===== config.mk =====
export PLATFORM = sky130hd
export DESIGN_NAME = ras
export DESIGN_NICKNAME = d
export VERILOG_FILES = /design/src/rtl/core_types_pkg.sv /design/src/rtl/ras.sv
export SDC_FILE = /design/constraint.sdc
export NUM_CORES = 1
export LEC_CHECK = 0
export CAP_MARGIN = 5
export CELL_PAD_IN_SITES_DETAIL_PLACEMENT = 0
export CELL_PAD_IN_SITES_GLOBAL_PLACEMENT = 1
export CORE_ASPECT_RATIO = 2
export CORE_MARGIN = 2
export CORE_UTILIZATION = 53
export DETAILED_ROUTE_END_ITERATION = 8
export GPL_ROUTABILITY_DRIVEN = 0
export GPL_TIMING_DRIVEN = 0
export MAX_ROUTING_LAYER = met4
export PLACE_DENSITY = 0.92
export SYNTH_ARGS = -nofsm -noshare
export SYNTH_HDL_FRONTEND = slang
export SYNTH_SLANG_ARGS = --single-unit

===== constraint.sdc =====
create_clock -name CLK -period 25.8 [get_ports CLK]
set_clock_uncertainty 0.2 [all_clocks]
set_input_delay 5.16 -clock CLK [delete_from_list [all_inputs] [get_ports CLK]]
set_output_delay 5.16 -clock CLK [all_outputs]
set_load 0.005 [all_outputs]

===== src/rtl/core_types_pkg.sv =====
// Shared core types: return-address-stack sizing, reset PC and the RAS operation decode.
package core_types_pkg;

    localparam int unsigned RAS_ENTRIES      = 8;
    localparam int unsigned RAS_INDEX_WIDTH  = 3;
    localparam int unsigned RAS_TARGET_WIDTH = 31;

    localparam logic [31:0] INIT_PC = 32'h8000_0000;

    // {push, pop} request pair seen by the stack in one cycle
    typedef enum logic [1:0] {
        RAS_OP_NONE = 2'b00,
        RAS_OP_POP  = 2'b01,
        RAS_OP_PUSH = 2'b10,
        RAS_OP_SWAP = 2'b11
    } ras_op_e;

    function automatic ras_op_e ras_decode(input logic push, input logic pop);
        return ras_op_e'({push, pop});
    endfunction

endpackage


===== src/rtl/ras.sv =====
// Return address stack: circular target array with a top pointer and checkpoint restore.
// Optional occupancy tracking and ras_empty output under LOROF_RAS_EMPTY_DETECT_EN.
module ras
    import core_types_pkg::*;
(
    input  logic                        CLK,
    input  logic                        RST,
    input  logic                        link_valid,
    input  logic [RAS_TARGET_WIDTH-1:0] link_pc,
    input  logic                        ret_req_valid,
    output logic [RAS_TARGET_WIDTH-1:0] ret_target,
    output logic [RAS_INDEX_WIDTH-1:0]  ras_index,
    input  logic                        update_valid,
    input  logic [RAS_INDEX_WIDTH-1:0]  update_ras_index
`ifdef LOROF_RAS_EMPTY_DETECT_EN
    ,
    output logic                        ras_empty
`endif
);

    localparam logic [RAS_TARGET_WIDTH-1:0] INIT_TARGET = INIT_PC[31:1];

    logic [RAS_TARGET_WIDTH-1:0] array_q [RAS_ENTRIES];
    logic [RAS_INDEX_WIDTH-1:0]  top_q, top_d;
    logic [RAS_INDEX_WIDTH-1:0]  top_inc, top_dec;
    logic [RAS_INDEX_WIDTH-1:0]  wr_idx;
    logic                        wr_en;
    ras_op_e                     op;

`ifdef LOROF_RAS_EMPTY_DETECT_EN
    localparam int unsigned             COUNT_WIDTH = 4;
    localparam logic [COUNT_WIDTH-1:0]  COUNT_FULL  = COUNT_WIDTH'(RAS_ENTRIES);

    logic [COUNT_WIDTH-1:0] count_q, count_d;
`endif

    // Index width equals log2(depth), so natural wrap gives modulo-depth arithmetic
    assign top_inc = RAS_INDEX_WIDTH'(top_q + 1'b1);
    assign top_dec = RAS_INDEX_WIDTH'(top_q - 1'b1);
    assign op      = ras_decode(link_valid, ret_req_valid);

    always_comb begin
        top_d  = top_q;
        wr_en  = 1'b0;
        wr_idx = top_q;
`ifdef LOROF_RAS_EMPTY_DETECT_EN
        count_d = count_q;
`endif
        if (update_valid) begin
            // Restore wins over any same-cycle push/pop; occupancy is unknown so assume full
            top_d = update_ras_index;
`ifdef LOROF_RAS_EMPTY_DETECT_EN
            count_d = COUNT_FULL;
`endif
        end else begin
            unique case (op)
                RAS_OP_PUSH: begin
                    wr_en  = 1'b1;
                    wr_idx = top_inc;
                    top_d  = top_inc;
`ifdef LOROF_RAS_EMPTY_DETECT_EN
                    if (count_q != COUNT_FULL) begin
                        count_d = COUNT_WIDTH'(count_q + 1'b1);
                    end
`endif
                end
                RAS_OP_POP: begin
`ifdef LOROF_RAS_EMPTY_DETECT_EN
                    if (count_q != '0) begin
                        top_d   = top_dec;
                        count_d = COUNT_WIDTH'(count_q - 1'b1);
                    end
`else
                    top_d = top_dec;
`endif
                end
                RAS_OP_SWAP: begin
                    wr_en  = 1'b1;
                    wr_idx = top_q;
                end
                default: begin
                end
            endcase
        end
    end

    always_ff @(posedge CLK or posedge RST) begin
        if (RST) begin
            top_q <= '0;
        end else begin
            top_q <= top_d;
        end
    end

    always_ff @(posedge CLK or posedge RST) begin
        if (RST) begin
            for (int unsigned i = 0; i < RAS_ENTRIES; i++) begin
                array_q[i] <= INIT_TARGET;
            end
        end else if (wr_en) begin
            array_q[wr_idx] <= link_pc;
        end
    end

`ifdef LOROF_RAS_EMPTY_DETECT_EN
    always_ff @(posedge CLK or posedge RST) begin
        if (RST) begin
            count_q <= '0;
        end else begin
            count_q <= count_d;
        end
    end

    assign ras_empty = (count_q == '0);
`endif

    assign ret_target = array_q[top_q];
    assign ras_index  = top_q;

endmodule


==> out/results.ini, run 1 <==
[cts]
cts_hold_buf=0
numCtsBuffers=25
cts_tree=built
postCtsResizedCells=0
cts_root_buf=clkbuf_16
path_clk_slew_ns=0.07
cts_buffer_depth=3
htreeDepth=1
clock-sinks=251
clk_latency_ns=0.57
post_cts_buffers=0

[floorplan]
die_area_um2=29300
start_util=0.536
core_area_um2=27500
io_pins=73
die_w_um=122
num_rows=86
die_y_um=240

[synth]
synth_nets=1426
avgSynthCellArea_um2=10.7
ys_ff_latch=251
async_flop_share=1.00
yosys_warnings=0
synth_area_um2=14800
yosysUniqueCellTypes=32
yosysSeqAreaShare=0.426
netlist_instances=1385
ys.flop_type=dfrtp_1
synth_edf_count=0

[timing]
rsz0062_at_grt=no
slew_viol_final=0
fin_crit_ns=8.74
setup_slack_ns=17.06
max_freq_mhz=114
fin_crit_sh=0.339
hold_violations=0
setup_viol_count_final=0
setup-tns-final_ns=0
worst_pin_slew_ns=1.03
slew_headroom=0.311

[status]
status=finished, final reports clean

[detailed_routing]
post-route-drc-count=0
via_per_inst=7.77
vias=14422
firstDrtPassIters=6
wirelength_mm=58.9
drtIter0Drc=1956
postRouteAntennaNets=0
routedWlPerCell_um=31.7

[pwr]
powerDensity_nw_per_um2=79.9
internal_power_mw=0.813
power_switching_mw=0.532
vdd_drop_max_mv=0.0737
clkPwrFrac=0.301
pwr-share-comb=0.358
p_leak_nw=5.22
switching_share=0.396
pwr-share-seq=0.341

[finish]
syn_to_final_growth_pct=13.9
drive_gt1_frac=0.178
layout.nets=1526

[place]
port_buffers=72
dp_hpwl_mm=41.5
dp_slack_ns=17.73

[global_routing]
antenna_found_initial=2
track_usage=0.423
grt_first_pass_wirelength_mm=88.8
grt_max_degree=128
grt_pass1_vias=14644
grt-ovfl-total=0

[worst_hold_path]
hold_path.class=flip-flop to flip-flop

[worst_setup_path]
path_max_fanout=10
start_kind=flip-flop
crit_type=flip-flop to primary output
end_kind=primary output
crit_required_ns=20.44
arrival_ns=3.38

[flow_run]
maxCapViolations=0

power by group through the flow:
| stage | clock [mW] | combinational, mW | sequential (mW) |
|---|---|---|---|
| floorplan | 0 | 0.300 | 0.453 |
| global placement | 0 | 0.450 | 0.462 |
| detailed placement | 0 | 0.461 | 0.464 |
| CTS | 0.399 | 0.463 | 0.457 |
| global route | 0.418 | 0.503 | 0.462 |
| finish | 0.404 | 0.482 | 0.459 |
per-layer routing:
layer  vias to the layer above  part of all wire  track usage
met3                       429             0.093       0.0949
met4                         0              0.11        0.378
met5                         -                 0            -
met1                      7065              0.32        0.458
li1                       5787                 -            -
met2                      1141              0.47        0.642
stage by stage:
stage               total power [mW]   util  area, um2  hold slack, ns  instances
floorplan                      0.753      -      14800           0.289       1385
global placement               0.912  0.579      15900           0.306       1809
detailed placement             0.925  0.580      16000           0.312       1810
CTS                             1.32  0.611      16800           0.324       1855
global route                    1.38  0.611      16800           0.349       1857
finish                          1.35  0.611      16800           0.326       1857
final timing paths:
| check | start | to | slack (ns) | cells past startpoint |
|---|---|---|---|---|
| max reg2reg | ras_index[0] | array_q[133] | 21.81 | 9 |
| min in group asynchronous | RST | array_q[43] | 4.97 | 2 |
| min reg2reg | array_q[185] | array_q[185] | 0.33 | 2 |
| min | array_q[185] | array_q[185] | 0.33 | 2 |
| max in group asynchronous | RST | array_q[218] | 19.15 | 3 |
| max | ras_index[0] | ret_target[0] | 17.06 | 5 |
area by class of cell:
type	instances	area, um2
antenna	2	5.00
buffer	196	881
clock buffer	32	682
clock inverter	13	178
fill	2382	10700
inverter	4	22.5
multi-input combinational	934	7590
sequential	251	6290
tap	352	440
timing repair buffer	73	748
registers in the layout (all words and copies together), names as in the netlist:
name,count
array_q,248
ras_index,3
cell families (layout without fill, tap and decap cells):
kind of cell    count (synthesis)  after routing  share of synthesized area
simple gates                   79             79                     0.0281
mux                            95             95                      0.120
other cells                     0              2                          0
buf+inv                       200            318                     0.0606
fa+ha+maj                       2              2                    0.00169
compound gates                754            754                      0.361
xor+xnor                        4              4                    0.00288
flops                         251            251                      0.426
critical path, stage by stage, from the launching register on:
cell             delay (ns)
dfrtp_1                0.51
buf_2                  0.43
buf_2                  0.47
mux4_2                 0.61
mux2_2                 0.32
clkdlybuf4s50_1        0.46
synthesized netlist by cell type, drive strengths merged (3+ instances only):
| master | instances | area [um2] |
|---|---|---|
| o211ai | 496 | 4020 |
| o21ai | 249 | 1250 |
| mux2 | 32 | 360 |
| xnor2 | 3 | 26.3 |
| buf | 78 | 438 |
| dfstp | 8 | 210 |
| nand2b | 4 | 25.0 |
| inv | 4 | 15.0 |
| nand3 | 63 | 315 |
| nor2b | 3 | 18.8 |
| mux4 | 62 | 1400 |
| o21a | 4 | 30.0 |
| nand3b | 4 | 30.0 |
| clkbuf | 118 | 443 |
| dfrtp | 243 | 6080 |
cell usage in the layout, fill, tap and decap left out, drive strengths merged, types with 3 or more instances in the layout:
cell type and instances:
o211ai 496, o21ai 249, dfrtp 243, clkbuf 150
buf 79, clkdlybuf4s50 72, nand3 63, mux4 62
mux2 32, dfstp 8, inv 6, clkinv 5
nand3b 4, o21a 4, nand2b 4, bufinv 4
nor2b 3, xnor2 3
(Power assumes the default switching activity.)
==> inputs of run 2 (changes only) <==
--- a/config.mk
+++ b/config.mk
@@ -10,12 +10,12 @@
 export CELL_PAD_IN_SITES_GLOBAL_PLACEMENT = 1
 export CORE_ASPECT_RATIO = 2
 export CORE_MARGIN = 2
-export CORE_UTILIZATION = 53
+export CORE_UTILIZATION = 44
 export DETAILED_ROUTE_END_ITERATION = 8
 export GPL_ROUTABILITY_DRIVEN = 0
 export GPL_TIMING_DRIVEN = 0
 export MAX_ROUTING_LAYER = met4
-export PLACE_DENSITY = 0.92
+export PLACE_DENSITY = 0.83
 export SYNTH_ARGS = -nofsm -noshare
 export SYNTH_HDL_FRONTEND = slang
 export SYNTH_SLANG_ARGS = --single-unit
==> constraint.sdc (replaced) <==
create_clock -name CLK -period 7.88 [get_ports CLK]
set_clock_uncertainty 0.2 [all_clocks]
set_input_delay 1.576 -clock CLK [delete_from_list [all_inputs] [get_ports CLK]]
set_output_delay 1.576 -clock CLK [all_outputs]
set_load 0.005 [all_outputs]
==> run 2 against run 1 <==
Effect of this change: combinational power increased to 3.3 times the previous value; register-to-register slack got worse by 18 ns; setup slack got worse by 14 ns; sequential share of layout area decreased by 0.22 points; clock-buffer cell count increased by 4; non-clock buffer count increased by 5; critical endpoint unchanged; largest cell class unchanged; largest power group unchanged.
==> out/results.ini, run 2 (same netlist as run 1, synthesis figures left out) <==
[timing]
rsz0062_at_grt=no
hold_violations=0
slew_viol_final=0
max_freq_mhz=195
setup-tns-final_ns=0
worst_pin_slew_ns=1.09
fin_crit_ns=5.13
fin_crit_sh=0.650
setup_viol_count_final=0
slew_headroom=0.276

[worst_setup_path]
rr_worst_depth=9
end_kind=primary output
arrival_ns=3.35
cp_top_family=buffers and inverters
worst_path_max_delay_cell=mux4_2
path_cells=buf_4 -> buf_2 -> buf_2 -> mux4_2 -> mux2_2 -> clkdlybuf4s50_1
crit_required_ns=6.10
start_kind=flip-flop
path_max_fanout=10
crit_type=flip-flop to primary output
slowest_delay_ns=0.47
cpMostUsedCell=buf_2
cp.depth=6
path_buf_inv=4

[finish]
fin_cells=1944
drive_gt1_frac=0.178
largest-register=array_q
layout.nets=1531
n_fill_cell=3044
layout_common_cells=o211ai_1, dfrtp_1, o21ai_0
final_common_cell=o211ai_1
largest_reg_flops=248
diodes=0
syn_to_final_growth_pct=14.6

[pwr]
vdd_drop_max_mv=0.164
powerDensity_nw_per_um2=255
p_leak_nw=5.23

[detailed_routing]
postRouteAntennaNets=0
via_per_inst=7.29
drtIter0Drc=1723
routedWlPerCell_um=31.8
wirelength_mm=61.9
firstDrtPassIters=6
vias=14171
post-route-drc-count=0

[cts]
cts_tree=built
clock-sinks=251
postCtsResizedCells=0
clk_latency_ns=0.55
cts_hold_buf=0
cts_root_buf=clkbuf_16
numCtsBuffers=25
path_clk_slew_ns=0.07
htreeDepth=1
cts_buffer_depth=3
post_cts_buffers=0

[global_routing]
grt_max_degree=43
track_usage=0.367
grt_pass1_vias=14969
grt-ovfl-total=0
antenna_found_initial=1
grt_first_pass_wirelength_mm=93.5

[place]
place_inst=1899
dp_hpwl_mm=44.8
port_buffers=72

[floorplan]
start_util=0.442
die_y_um=263
core_area_um2=33400
die_w_um=134
die_area_um2=35200
num_rows=95
io_pins=73

[status]
status=finished, final reports clean

[worst_hold_path]
hold_path.class=flip-flop to flip-flop
whs_path_depth=2

[flow_run]
maxCapViolations=0

## run 2: final cells by class
| class | instances | area [um2] | area share |
|---|---|---|---|
| multi-input combinational | 934 | 7590 | 0.448 |
| timing repair buffer | 78 | 841 | 0.0496 |
| clock inverter | 9 | 73.8 | 0.00436 |
| tap | 436 | 546 | 0.0322 |
| clock buffer | 36 | 697 | 0.0411 |
| sequential | 251 | 6290 | 0.371 |
| inverter | 4 | 18.8 | 0.00111 |
| buffer | 196 | 881 | 0.0520 |
## run 2: stage by stage
| step | util | hold slack [ns] | worst slack, ns | cell area [um2] | total power [mW] |
|---|---|---|---|---|---|
| final | 0.507 | 0.333 | 2.75 | 16900 | 4.32 |
| after detailed placement | 0.484 | 0.317 | 3.38 | 16200 | 3.06 |
| after floorplan | - | 0.289 | 2.81 | 14800 | 2.47 |
| after global placement | 0.480 | 0.304 | 0.745 | 16000 | 3.01 |
| after CTS | 0.507 | 0.327 | 2.80 | 16900 | 4.25 |
| after global routing | 0.507 | 0.346 | 2.67 | 16900 | 4.45 |
## run 2: where the power goes
group	switching (mW)	total [mW]	internal, mW
sequential	0.0985	1.50	1.40
combinational	1.09	1.60	0.516
clock	0.563	1.21	0.649
## run 2: per-layer routing
| metal | global-route usage | share of wire |
|---|---|---|
| met1 | 0.389 | 0.33 |
| met2 | 0.588 | 0.49 |
| met3 | 0.0637 | 0.078 |
| met4 | 0.313 | 0.10 |
| met5 | - | 0 |
## run 2: worst paths after layout
kind / to / slack, ns / from
min: array_q[185] / 0.33 / array_q[185]
max in group asynchronous: array_q[30] / 5.15 / RST
max reg2reg: array_q[71] / 3.80 / ras_index[0]
min in group asynchronous: array_q[45] / 1.31 / RST
max: ret_target[0] / 2.75 / ras_index[1]
min reg2reg: array_q[185] / 0.33 / array_q[185]
## run 2: worst min-delay path: cells and delay by family (launching register included)
kind,cells,cell delay [ns]
DFF,1,0.37
AOI/OAI and AO/OA,2,0.14
==> inputs of run 3 (changes only) <==
==> constraint.sdc (replaced) <==
create_clock -name CLK -period 4.3 [get_ports CLK]
set_clock_uncertainty 0.2 [all_clocks]
set_input_delay 0.86 -clock CLK [delete_from_list [all_inputs] [get_ports CLK]]
set_output_delay 0.86 -clock CLK [all_outputs]
set_load 0.005 [all_outputs]
==> run 3 against run 2 <==
Effect of this change: clock-buffer cell count unchanged; clock power increased by 83%; sequential share of layout area about the same; non-clock buffer count unchanged; setup slack got worse by 2.7 ns; final cell count unchanged; global-route usage about the same; routed wire length about the same; via count decreased by 0.42%; design area increased by 0.12%; sequential cell count unchanged; first-iteration DRC count increased by 2.6%; critical path type unchanged.
==> out/results.ini, run 3 (same netlist as run 1, synthesis figures left out) <==
[status]
status=finished, final reports clean

[timing]
hold_violations=0
slew_viol_final=0
slew_headroom=0.276
setup_viol_count_final=0
hold_slack_ns=0.337
rsz0062_at_grt=no
max_freq_mhz=233
fin_crit_ns=4.28
fin_crit_sh=0.996
setup_slack_ns=0.0171
worst_pin_slew_ns=1.09

[finish]
largest_reg_flops=248
layout.nets=1531
final_common_cell=o211ai_1
n_fill_cell=3044
layout_common_cells=o211ai_1, dfrtp_1, o21ai_0
drive_gt1_frac=0.178
syn_to_final_growth_pct=14.8
diodes=0
largest-register=array_q
fin_area_um2=17000

[detailed_routing]
via_per_inst=7.26
postRouteAntennaNets=0
drtIter0Drc=1768
post-route-drc-count=0
wirelength_mm=61.9
firstDrtPassIters=6
vias=14112
routedWlPerCell_um=31.9

[worst_setup_path]
crit_type=flip-flop to primary output
path_cells=buf_4 -> clkdlybuf4s15_1 -> mux4_2 -> mux2_2 -> clkdlybuf4s50_1
worst_path_max_delay_cell=clkdlybuf4s15_1
arrival_ns=3.22
path_max_fanout=10
slowest_delay_ns=0.76
start_kind=flip-flop
end_kind=primary output
crit_required_ns=3.24
cp_top_family=buffers and inverters
path_buf_inv=3

[global_routing]
grt_pass1_vias=14981
grt-ovfl-total=0
grt_max_degree=43
grt_util_met2=0.589
grt_first_pass_wirelength_mm=93.6
track_usage=0.367
antenna_found_initial=1
top_usage_layer=met2
met3_usage=0.0639
grtUsageMet1=0.388

[floorplan]
die_y_um=263
core_area_um2=33400
num_rows=95
die_area_um2=35200
io_pins=73
start_util=0.442
die_w_um=134

[pwr]
powerDensity_nw_per_um2=467
vdd_drop_max_mv=0.306
p_leak_nw=5.24

[cts]
numCtsBuffers=25
clock-sinks=251
cts_buffer_depth=3
path_clk_slew_ns=0.07
post_cts_buffers=0
clk_latency_ns=0.55
cts_tree=built
cts_hold_buf=0
cts_root_buf=clkbuf_16
htreeDepth=1

[flow_run]
maxCapViolations=0

[place]
dp_hpwl_mm=44.8
dp_slack_ns=0.374
dpl_cell_area_um2=16200
port_buffers=72

[worst_hold_path]
hold_path.class=flip-flop to flip-flop

run 3: cell types whose count changed in the layout (fill, tap and decap cells not counted), sizes merged:
cell,previous run,this run
buf,84,81
clkbuf,154,156
clkdlybuf4s15,0,1
run 3: cell type report:
cell class	instances	area [um2]	area share
Buffer	196	901	0.0531
Clock buffer	36	697	0.0411
Clock inverter	9	73.8	0.00435
Inverter	4	18.8	0.00111
Multi-Input combinational cell	934	7590	0.448
Sequential cell	251	6290	0.371
Tap cell	436	546	0.0322
Timing Repair Buffer	78	841	0.0496
run 3: path summary, 6_finish.rpt:
path                              startpoint             end  slack (ns)  depth (start not counted)
worst max-delay path            ras_index[1]  ret_target[10]        0.02                          5
worst min-delay path            array_q[185]    array_q[185]        0.34                          2
worst max register to register  ras_index[1]      array_q[3]        0.37                         10
worst min register to register  array_q[185]    array_q[185]        0.34                          2
max in group asynchronous                RST     array_q[30]        2.29                          4
min in group asynchronous                RST    array_q[169]        0.59                          2
run 3: power breakdown:
part / total, mW / internal, mW / leakage (nW) / switching, mW
registers: 2.75 / 2.57 / 2.28 / 0.181
clock network: 2.22 / 1.19 / 0.385 / 1.03
logic: 2.94 / 0.952 / 2.57 / 1.99
total: 7.92 / 4.71 / 5.24 / 3.20
run 3: through the flow:
| step | TNS [ns] | utilization | cells | power [mW] |
|---|---|---|---|---|
| 2_1_floorplan | -13.40 | - | 1385 | 4.52 |
| 3_3_place_gp | -510.88 | 0.480 | 1893 | 5.52 |
| 3_5_place_dp | 0 | 0.484 | 1899 | 5.61 |
| 4_1_cts | 0 | 0.507 | 1944 | 7.79 |
| 5_1_grt | 0 | 0.508 | 1944 | 8.16 |
| 6_report | 0 | 0.508 | 1944 | 7.92 |
run 3: layer usage:
layer | routed length [um] | up-vias
met3 | 4800 | 366
met5 | 0 | -
met1 | 20300 | 6977
met4 | 6400 | 0
met2 | 30400 | 968
li1 | - | 5801
run 3: worst register-to-register path, cell delays in order (launching register included):
cell	delay, ns
dfrtp_1	0.42
buf_4	0.29
clkbuf_4	0.36
buf_4	0.27
inv_1	0.09
ha_1	0.32
mux2_2	0.17
buf_2	0.38
buf_1	0.56
nand3_1	0.46
o211ai_1	0.33
run 3: timing repair:
item                                    in CTS  in global routing
hold endpoints to repair                     0                  0
endpoints found under the setup margin      13                 27
resized for setup                            3                  5
